### src/rtl/rob_pkg.sv
// Shared sizing and entry layout for the reorder buffer.
package rob_pkg;

  localparam int ROB_SIZE_DEF = 16;
  localparam int REG_W        = 5;
  localparam int DATA_W       = 32;

  typedef struct packed {
    logic              busy;
    logic              ready;
    logic [REG_W-1:0]  dest;
    logic [DATA_W-1:0] value;
  } rob_entry_t;

  localparam rob_entry_t ENTRY_EMPTY = '{busy: 1'b0, ready: 1'b0, dest: '0, value: '0};

endpackage

### src/rtl/rob.sv
// Reorder buffer: allocates names at issue, captures CDB results, retires in
// program order and answers operand lookups with a same-cycle CDB bypass.
module rob
  import rob_pkg::*;
#(
  parameter int  ROB_SIZE = ROB_SIZE_DEF,
  localparam int IDX_W    = $clog2(ROB_SIZE),
  localparam int CNT_W    = IDX_W + 1
) (
  input  logic              clk,
  input  logic              rst,
  input  logic              rdy,
  input  logic              clr,
  input  logic              IS_sgn,
  input  logic [REG_W-1:0]  IS_rd,
  output logic              ROB_full,
  output logic [IDX_W-1:0]  ROB_name,
  input  logic [IDX_W-1:0]  ROB_ord1,
  input  logic [IDX_W-1:0]  ROB_ord2,
  output logic              ROB_rdy1,
  output logic              ROB_rdy2,
  output logic [DATA_W-1:0] ROB_val1,
  output logic [DATA_W-1:0] ROB_val2,
  input  logic              CDB_sgn,
  input  logic [IDX_W-1:0]  CDB_name,
  input  logic [DATA_W-1:0] CDB_val,
  output logic              ROB_commit_sgn,
  output logic [REG_W-1:0]  ROB_commit_dest,
  output logic [DATA_W-1:0] ROB_commit_value,
  output logic [IDX_W-1:0]  ROB_commit_ROB_name
);

  rob_entry_t        ent_q [ROB_SIZE];
  rob_entry_t        ent_d [ROB_SIZE];
  logic [IDX_W-1:0]  head_q, head_d;
  logic [IDX_W-1:0]  tail_q, tail_d;
  logic [CNT_W-1:0]  count_q, count_d;

  logic              commit_sgn_q, commit_sgn_d;
  logic [REG_W-1:0]  commit_dest_q, commit_dest_d;
  logic [DATA_W-1:0] commit_value_q, commit_value_d;
  logic [IDX_W-1:0]  commit_name_q, commit_name_d;

  logic full;
  logic do_issue;
  logic do_commit;
  logic do_wb;

  // Full is judged on the start-of-cycle count: a slot freed by this cycle's
  // commit is not reusable until the next cycle.
  assign full      = (count_q == CNT_W'(ROB_SIZE));
  assign do_issue  = IS_sgn && !full;
  assign do_commit = ent_q[head_q].busy && ent_q[head_q].ready;
  assign do_wb     = CDB_sgn && ent_q[CDB_name].busy;

  always_comb begin
    ent_d          = ent_q;
    head_d         = head_q;
    tail_d         = tail_q;
    count_d        = count_q;
    commit_sgn_d   = 1'b0;
    commit_dest_d  = commit_dest_q;
    commit_value_d = commit_value_q;
    commit_name_d  = commit_name_q;

    if (rdy) begin
      if (clr) begin
        for (int i = 0; i < ROB_SIZE; i++) begin
          ent_d[i] = ENTRY_EMPTY;
        end
        head_d  = '0;
        tail_d  = '0;
        count_d = '0;
      end else begin
        if (do_wb) begin
          ent_d[CDB_name].ready = 1'b1;
          ent_d[CDB_name].value = CDB_val;
        end

        if (do_commit) begin
          commit_sgn_d          = 1'b1;
          commit_dest_d         = ent_q[head_q].dest;
          commit_value_d        = ent_q[head_q].value;
          commit_name_d         = head_q;
          ent_d[head_q].busy    = 1'b0;
          ent_d[head_q].ready   = 1'b0;
          head_d                = head_q + IDX_W'(1);
        end

        if (do_issue) begin
          ent_d[tail_q] = '{busy: 1'b1, ready: 1'b0, dest: IS_rd, value: '0};
          tail_d        = tail_q + IDX_W'(1);
        end

        case ({do_issue, do_commit})
          2'b10:   count_d = count_q + CNT_W'(1);
          2'b01:   count_d = count_q - CNT_W'(1);
          default: count_d = count_q;
        endcase
      end
    end
  end

  always_ff @(posedge clk) begin
    if (rst) begin
      for (int i = 0; i < ROB_SIZE; i++) begin
        ent_q[i] <= ENTRY_EMPTY;
      end
      head_q         <= '0;
      tail_q         <= '0;
      count_q        <= '0;
      commit_sgn_q   <= 1'b0;
      commit_dest_q  <= '0;
      commit_value_q <= '0;
      commit_name_q  <= '0;
    end else begin
      ent_q          <= ent_d;
      head_q         <= head_d;
      tail_q         <= tail_d;
      count_q        <= count_d;
      commit_sgn_q   <= commit_sgn_d;
      commit_dest_q  <= commit_dest_d;
      commit_value_q <= commit_value_d;
      commit_name_q  <= commit_name_d;
    end
  end

  logic bypass1, bypass2;

  assign bypass1 = CDB_sgn && (CDB_name == ROB_ord1);
  assign bypass2 = CDB_sgn && (CDB_name == ROB_ord2);

  always_comb begin
    ROB_rdy1 = ent_q[ROB_ord1].busy && (ent_q[ROB_ord1].ready || bypass1);
    ROB_rdy2 = ent_q[ROB_ord2].busy && (ent_q[ROB_ord2].ready || bypass2);
    ROB_val1 = '0;
    ROB_val2 = '0;
    if (ROB_rdy1) ROB_val1 = bypass1 ? CDB_val : ent_q[ROB_ord1].value;
    if (ROB_rdy2) ROB_val2 = bypass2 ? CDB_val : ent_q[ROB_ord2].value;
  end

  assign ROB_full            = full;
  assign ROB_name            = tail_q;
  assign ROB_commit_sgn      = commit_sgn_q;
  assign ROB_commit_dest     = commit_dest_q;
  assign ROB_commit_value    = commit_value_q;
  assign ROB_commit_ROB_name = commit_name_q;

endmodule

### config.mk
export PLATFORM = sky130hd
export DESIGN_NAME = rob
export DESIGN_NICKNAME = d
export VERILOG_FILES = /design/src/rtl/rob_pkg.sv /design/src/rtl/rob.sv
export SDC_FILE = /design/constraint.sdc
export NUM_CORES = 2
export LEC_CHECK = 0
export CELL_PAD_IN_SITES_DETAIL_PLACEMENT = 0
export CELL_PAD_IN_SITES_GLOBAL_PLACEMENT = 1
export CORE_MARGIN = 3
export CORE_UTILIZATION = 35
export CTS_CLUSTER_DIAMETER = 30
export CTS_CLUSTER_SIZE = 40
export DETAILED_ROUTE_END_ITERATION = 12
export PLACE_DENSITY = 0.63
export SLEW_MARGIN = 15
export SYNTH_ARGS = -nofsm -noshare
export SYNTH_HDL_FRONTEND = slang
export SYNTH_SLANG_ARGS = --single-unit
### constraint.sdc
create_clock -name clk -period 4.1 [get_ports clk]
set_clock_uncertainty 0.15 [all_clocks]
set_input_delay 0.82 -clock clk [delete_from_list [all_inputs] [get_ports clk]]
set_output_delay 0.82 -clock clk [all_outputs]
set_load 0.01 [all_outputs]
# After elaboration in Yosys (flattened, before gate mapping)
# Index checks and enable logic that the tools add are counted.
# W data, S select, Z words.
# totals
regBits	679
latch_bits	0
mem_bits_rw	0
rom_bits	0
inputBits	55
output_inout_bits	113
elab_cells	162
memories	0
# classes
n_addsub	4
multipliers	0
div	0
order_cmp	8
eq_ne	5
n_shift	0
n_mux	46
bitwise_logic	7
reduce_logical	21
# op_table
cell	count
$mux W624	8
$bwmux W624	5
$demux W39 S4	5
$bmux W39 S4	4
$mux W39	10
$mux W32	5
$mux W38	2
$ge A5 B5 Y1 const B	5
$not A4 Y5	5
$mux W4	4
$lt A5 B1 Y1 const B	3
$logic_and A1 B1 Y1	10
$pmux W5 S2	1
$add A4 B1 Y4 const B	2
$eq A4 B4 Y1	2
$reduce_and A2 Y1	3
$add A5 B1 Y5 const B	1
$eq A5 B5 Y1 const B	1
$mux W5	1
$sub A5 B1 Y5 const B	1
$reduce_bool A2 Y1	2
$reduce_and A3 Y1	1
$reduce_bool A3 Y1	1
$reduce_or A3 Y1	1
other kinds (6)	8

# Longest topological paths before layout
# logic_depth
depth_word	18
ltp_mapped	13
mapped_depth_nobuf	11

# Worst setup path before layout
# OpenSTA, ideal clock, no wires.
# synth_path
path_type	in2out
start	in ROB_ord1[1]
end	out ROB_val1[0]
arrival_ns	2.584
t_required_ns	3.130
setup_slack_ns	0.546
cell_stages	7
n_path_buf	3
cell_sequence	buf_2 -> buf_2 -> buf_1 -> mux4_2 -> mux4_2 -> nand2_1 -> a21oi_1
# synth_between
elab_chain_len	7
word_cells_on_any_way	10
classes_between	eq/ne (1); mux (5); bitwise (1); reduce/logical (3)
# synth_lines
item	line_no	source
from (decl)	rob.sv:18	input logic [IDX_W-1:0] ROB_ord1,
$not A4 Y5 (not written as such)	rob.sv:134, rob.sv:138	
$bmux W39 S4	rob.sv:134, rob.sv:138	
$mux W39 (not written as such) (2 in series)	rob.sv:138	if (ROB_rdy1) ROB_val1 = bypass1 ? CDB_val : ent_q[ROB_ord1].value;
$logic_or A1 B1 Y1	rob.sv:134	ROB_rdy1 = ent_q[ROB_ord1].busy && (ent_q[ROB_ord1].ready || bypass1);
$logic_and A1 B1 Y1	rob.sv:134	
$mux W32 *	rob.sv:138	
to (decl)	rob.sv:22	output logic [DATA_W-1:0] ROB_val1,
# Mark *: on every way between the ends. The rest lies on a longest branch, timed or not. The select of a mux whose other input is x is not followed.

# Final worst setup path
# layout_path
start	in ROB_ord2[0]
end	out ROB_val2[31]
# layout_between
elab_chain_len	7
word_cells_on_any_way	10
classes_between	eq/ne (1); mux (5); bitwise (1); reduce/logical (3)
# layout_lines
item	line_no	source
from (decl)	rob.sv:19	input logic [IDX_W-1:0] ROB_ord2,
$not A4 Y5 (not written as such)	rob.sv:135, rob.sv:139	
$bmux W39 S4	rob.sv:135, rob.sv:139	
$mux W39 (not written as such) (2 in series)	rob.sv:139	if (ROB_rdy2) ROB_val2 = bypass2 ? CDB_val : ent_q[ROB_ord2].value;
$logic_or A1 B1 Y1	rob.sv:135	ROB_rdy2 = ent_q[ROB_ord2].busy && (ent_q[ROB_ord2].ready || bypass2);
$logic_and A1 B1 Y1	rob.sv:135	
$mux W32 *	rob.sv:139	
to (decl)	rob.sv:23	output logic [DATA_W-1:0] ROB_val2,
# Marked as above.

==> results.yml <==
power_and_ir_drop:
  seqPwrFrac_pct: 29.8
  p_clk_share_pct: 64.2
  ir_worst_vdd_uv: 308
  p_comb_share_pct: 5.9
  swShare_pct: 24.2
  internal_power_mw: 16.9
  switching_power_mw: 5.39
  power_leakage_nw: 16.9
  cellPowerDensity_mw_per_mm2: 455
cts:
  worstSkewPairLatency_ns: 0.75
  numCtsBuffers: 177
  cts_buffer_depth: 3
  clock_sinks: 679
  root_buffer: "clkbuf_16"
  ctsHoldBuffers: 0
  path_clk_slew_ns: 0.04
  cts_htree_levels: 4
  cts_tree: "built"
timing:
  tightest_slew_ns: 1.16
  relSlewSlack_pct: 22.7
  finalSetupTns_ns: 0
  finalHoldViolCount: 0
  fin_crit_sh_pct: 98.9
  rsz0062_at_grt: "yes"
  min_period_ns: 4.06
  fin_ws_ns: 0.0438
  drv_slew: 0
  whs_ns: 0.302
  fmax_mhz: 247
  setup_viol: 0
global_route:
  grtUsageTotal_pct: 27.6
  grt_remaining_overflow: 0
  grt_antenna_before_repair: 6
  grt_pass1_vias: 32600
  grt_pass1_wl_um: 230000
  grt_max_degree: 173
layout:
  finalNetCount: 3771
  area_growth_syn_to_layout_pct: 28.6
  n_fill_cell: 10000
  fin_area_mm2: 0.0490
  drive_above_1_share_pct: 30.0
  fin_util_pct: 45.5
worst_setup_path:
  crit_path_frequent_cell: "buf_12"
  critPathLaunchType: "primary input"
  worstPathCellList: "buf_16, buf_4, mux4_2, mux2i_1, a21oi_2, a21oi_4, buf_12, buf_12, clkbuf_16, a21oi_1, dlygate4sd2_1"
  crit_buf_inv: 6
  r2r_start: "head_q[2]"
  critical_path_class: "in -> out"
  critPathTopFamily: "buffers and inverters"
  critPathLaunch: "ROB_ord2[0]"
  critPathMaxStageDelay_ns: 0.49
  arrival_ns: 3.09
  worst_path_max_delay_cell: "mux4_2"
  cp.required_ns: 3.13
  endpoint_kind: "primary output"
  crit_fanout: 12
logic_synthesis:
  synth_edf_count: 0
  synth_cell_type_count: 76
  synth_area_mm2: 0.0381
  synthArstFlopShare_pct: 0
  netlist_instances: 3560
  synth.largest_area_cell: "dfxtp_1"
  seq_area_frac_synth_pct: 35.7
  synth_ff_type: "dfxtp_1"
  ys_ff_latch: 679
  synthTopCellsByArea: "dfxtp_1 36%, mux4_2 31%, a22oi_1 9.3%, nor2_1 5.5%, nand2_1 3.1%"
  syn_avg_cell_area_um2: 10.7
  netlist.area_leader.share_pct: 35.7
  synth_most_common_cell: "dfxtp_1"
  synthesis.nets: 3625
  netlist_top_cells_count: "679 x dfxtp_1, 556 x nor2_1, 524 x mux4_2"
  synth_warnings: 0
placed_design:
  dp_hpwl_um: 90500
  port_buffers: 167
  dpl_worst_slack_ns: -0.256
  place_area_mm2: 0.0425
  gp_congestion: 0.835
die:
  coreArea_mm2: 0.108
  ios: 168
  dieArea_mm2: 0.113
  start_util_pct: 35.4
  die_y_um: 336
  rows: 120
  die_w_um: 336
route:
  via_count: 33100
  wl_per_cell_um: 29.9
  routed_wl_um: 157000
  via_per_inst: 6.29
  first_iter_violations: 3992
  drc: 0
  first_pass_iters: 6
  ant_nets: 0
run_status:
  status: "finished, final reports clean"
min_path:
  min_from: "ROB_commit_ROB_name[3]"
  hp-class: "reg -> reg"
run:
  maxCapViolCount: 0
-- logic make-up (layout without fill, tap and decap cells) --
| kind of cell | Yosys count | after routing | share of synthesized area [%] |
|---|---|---|---|
| compound gates | 845 | 845 | 15.6 |
| buf+inv | 442 | 740 | 5.18 |
| mux | 533 | 533 | 31.3 |
| simple gates | 1040 | 1040 | 11.6 |
| flops | 679 | 679 | 35.7 |
| other cells | 0 | 3 | 0 |
| fa+ha+maj | 10 | 10 | 0.329 |
| xor+xnor | 11 | 11 | 0.253 |
-- power by group through the flow --
stage,Sequential (mW),Clock [mW],Combinational (mW)
2_1_floorplan,6.77,0,0.666
3_3_place_gp,6.77,0,1.29
3_5_place_dp,6.77,0,1.28
4_1_cts,6.65,14.4,1.29
5_1_grt,6.64,14.8,1.36
6_report,6.65,14.3,1.32
-- sequential cells by signal (all words and copies together), names as in the netlist --
register / count
ROB_commit_ROB_name: 4
ent_q: 624
ROB_commit_value: 32
count_q: 5
ROB_name: 4
head_q: 4
ROB_commit_dest: 5
ROB_commit_sgn: 1
-- worst paths after layout --
path | end | slack, ns | depth (start not counted)
max reg2reg | count_q[4] | 0.80 | 12
max | ROB_val2[31] | 0.04 | 11
min | ROB_commit_ROB_name[3] | 0.30 | 2
min reg2reg | ROB_commit_ROB_name[3] | 0.30 | 2
-- layer usage --
| layer | vias up | track usage, % | share of wire [%] |
|---|---|---|---|
| li1 | 14000 | - | - |
| met4 | 4 | 10.6 | 3.7 |
| met5 | - | 0 | 0.019 |
| met1 | 17000 | 38.0 | 42 |
| met3 | 342 | 6.31 | 9.8 |
| met2 | 1787 | 42.3 | 45 |
-- per-stage QoR --
stage,cells,total power [mW]
after detailed placement,4917,8.05
after floorplan,3560,7.43
after global routing,5261,22.8
final,5264,22.3
after global placement,4917,8.06
after CTS,5252,22.4
-- worst register-to-register path, cell delays in order (launching register included) --
cell and delay [ns]:
dfxtp_4 0.83, nand4bb_1 0.27, nand4_1 0.15, o211ai_4 0.27, nor3_2 0.07, buf_4 0.17
xnor2_1 0.13, ha_1 0.23, or3_1 0.31, a21oi_1 0.20, nand2b_1 0.14, a41oi_1 0.11
a31oi_1 0.19
-- placed cells by master, fill, tap and decap left out, types with 6 or more instances in the layout --
cell             count
a21oi_1            174
a22o_1              66
a22oi_1            473
a31oi_1             30
and2_1               8
and3_1               7
buf_12              82
buf_2               12
buf_4              143
bufinv_16           19
clkbuf_1            26
clkbuf_16          183
clkbuf_8            30
clkdlybuf4s50_1     91
clkinv_16            6
clkinv_2            34
clkinv_4             9
clkinvlp_4          20
dfxtp_1            674
dlygate4sd2_1       34
dlymetal6s2s_1      18
ha_1                10
inv_1               12
mux2i_1              6
mux4_2             524
nand2_1            310
nand2b_1             6
nand3_1             64
nand3b_1             6
nor2_1             556
nor2b_1             11
nor3_1              15
nor3_4               9
nor4_4               6
o21ai_0             33
o21ai_1              7
o21ai_4             10
xor2_1               8
-- timing repair --
| item | in CTS | in global routing |
|---|---|---|
| buffers inserted | 3 | 8 |
| pin swaps | 2 | 1 |
| resized for setup | 80 | 35 |
| cloned | 1 | 1 |
| endpoints found under the setup margin | 66 | 38 |
-- cell type report --
cell class,count,area [µm²],area share [%]
multi-input combinational,2439,22800,46.6
sequential,679,13600,27.8
clock inverter,93,1220,2.48
tap,1403,1760,3.59
antenna,3,7.51,0.0153
inverter,13,48.8,0.0997
timing repair buffer,396,4450,9.10
clock buffer,238,5060,10.3
Note: power is estimated with default switching activity, not from simulation.
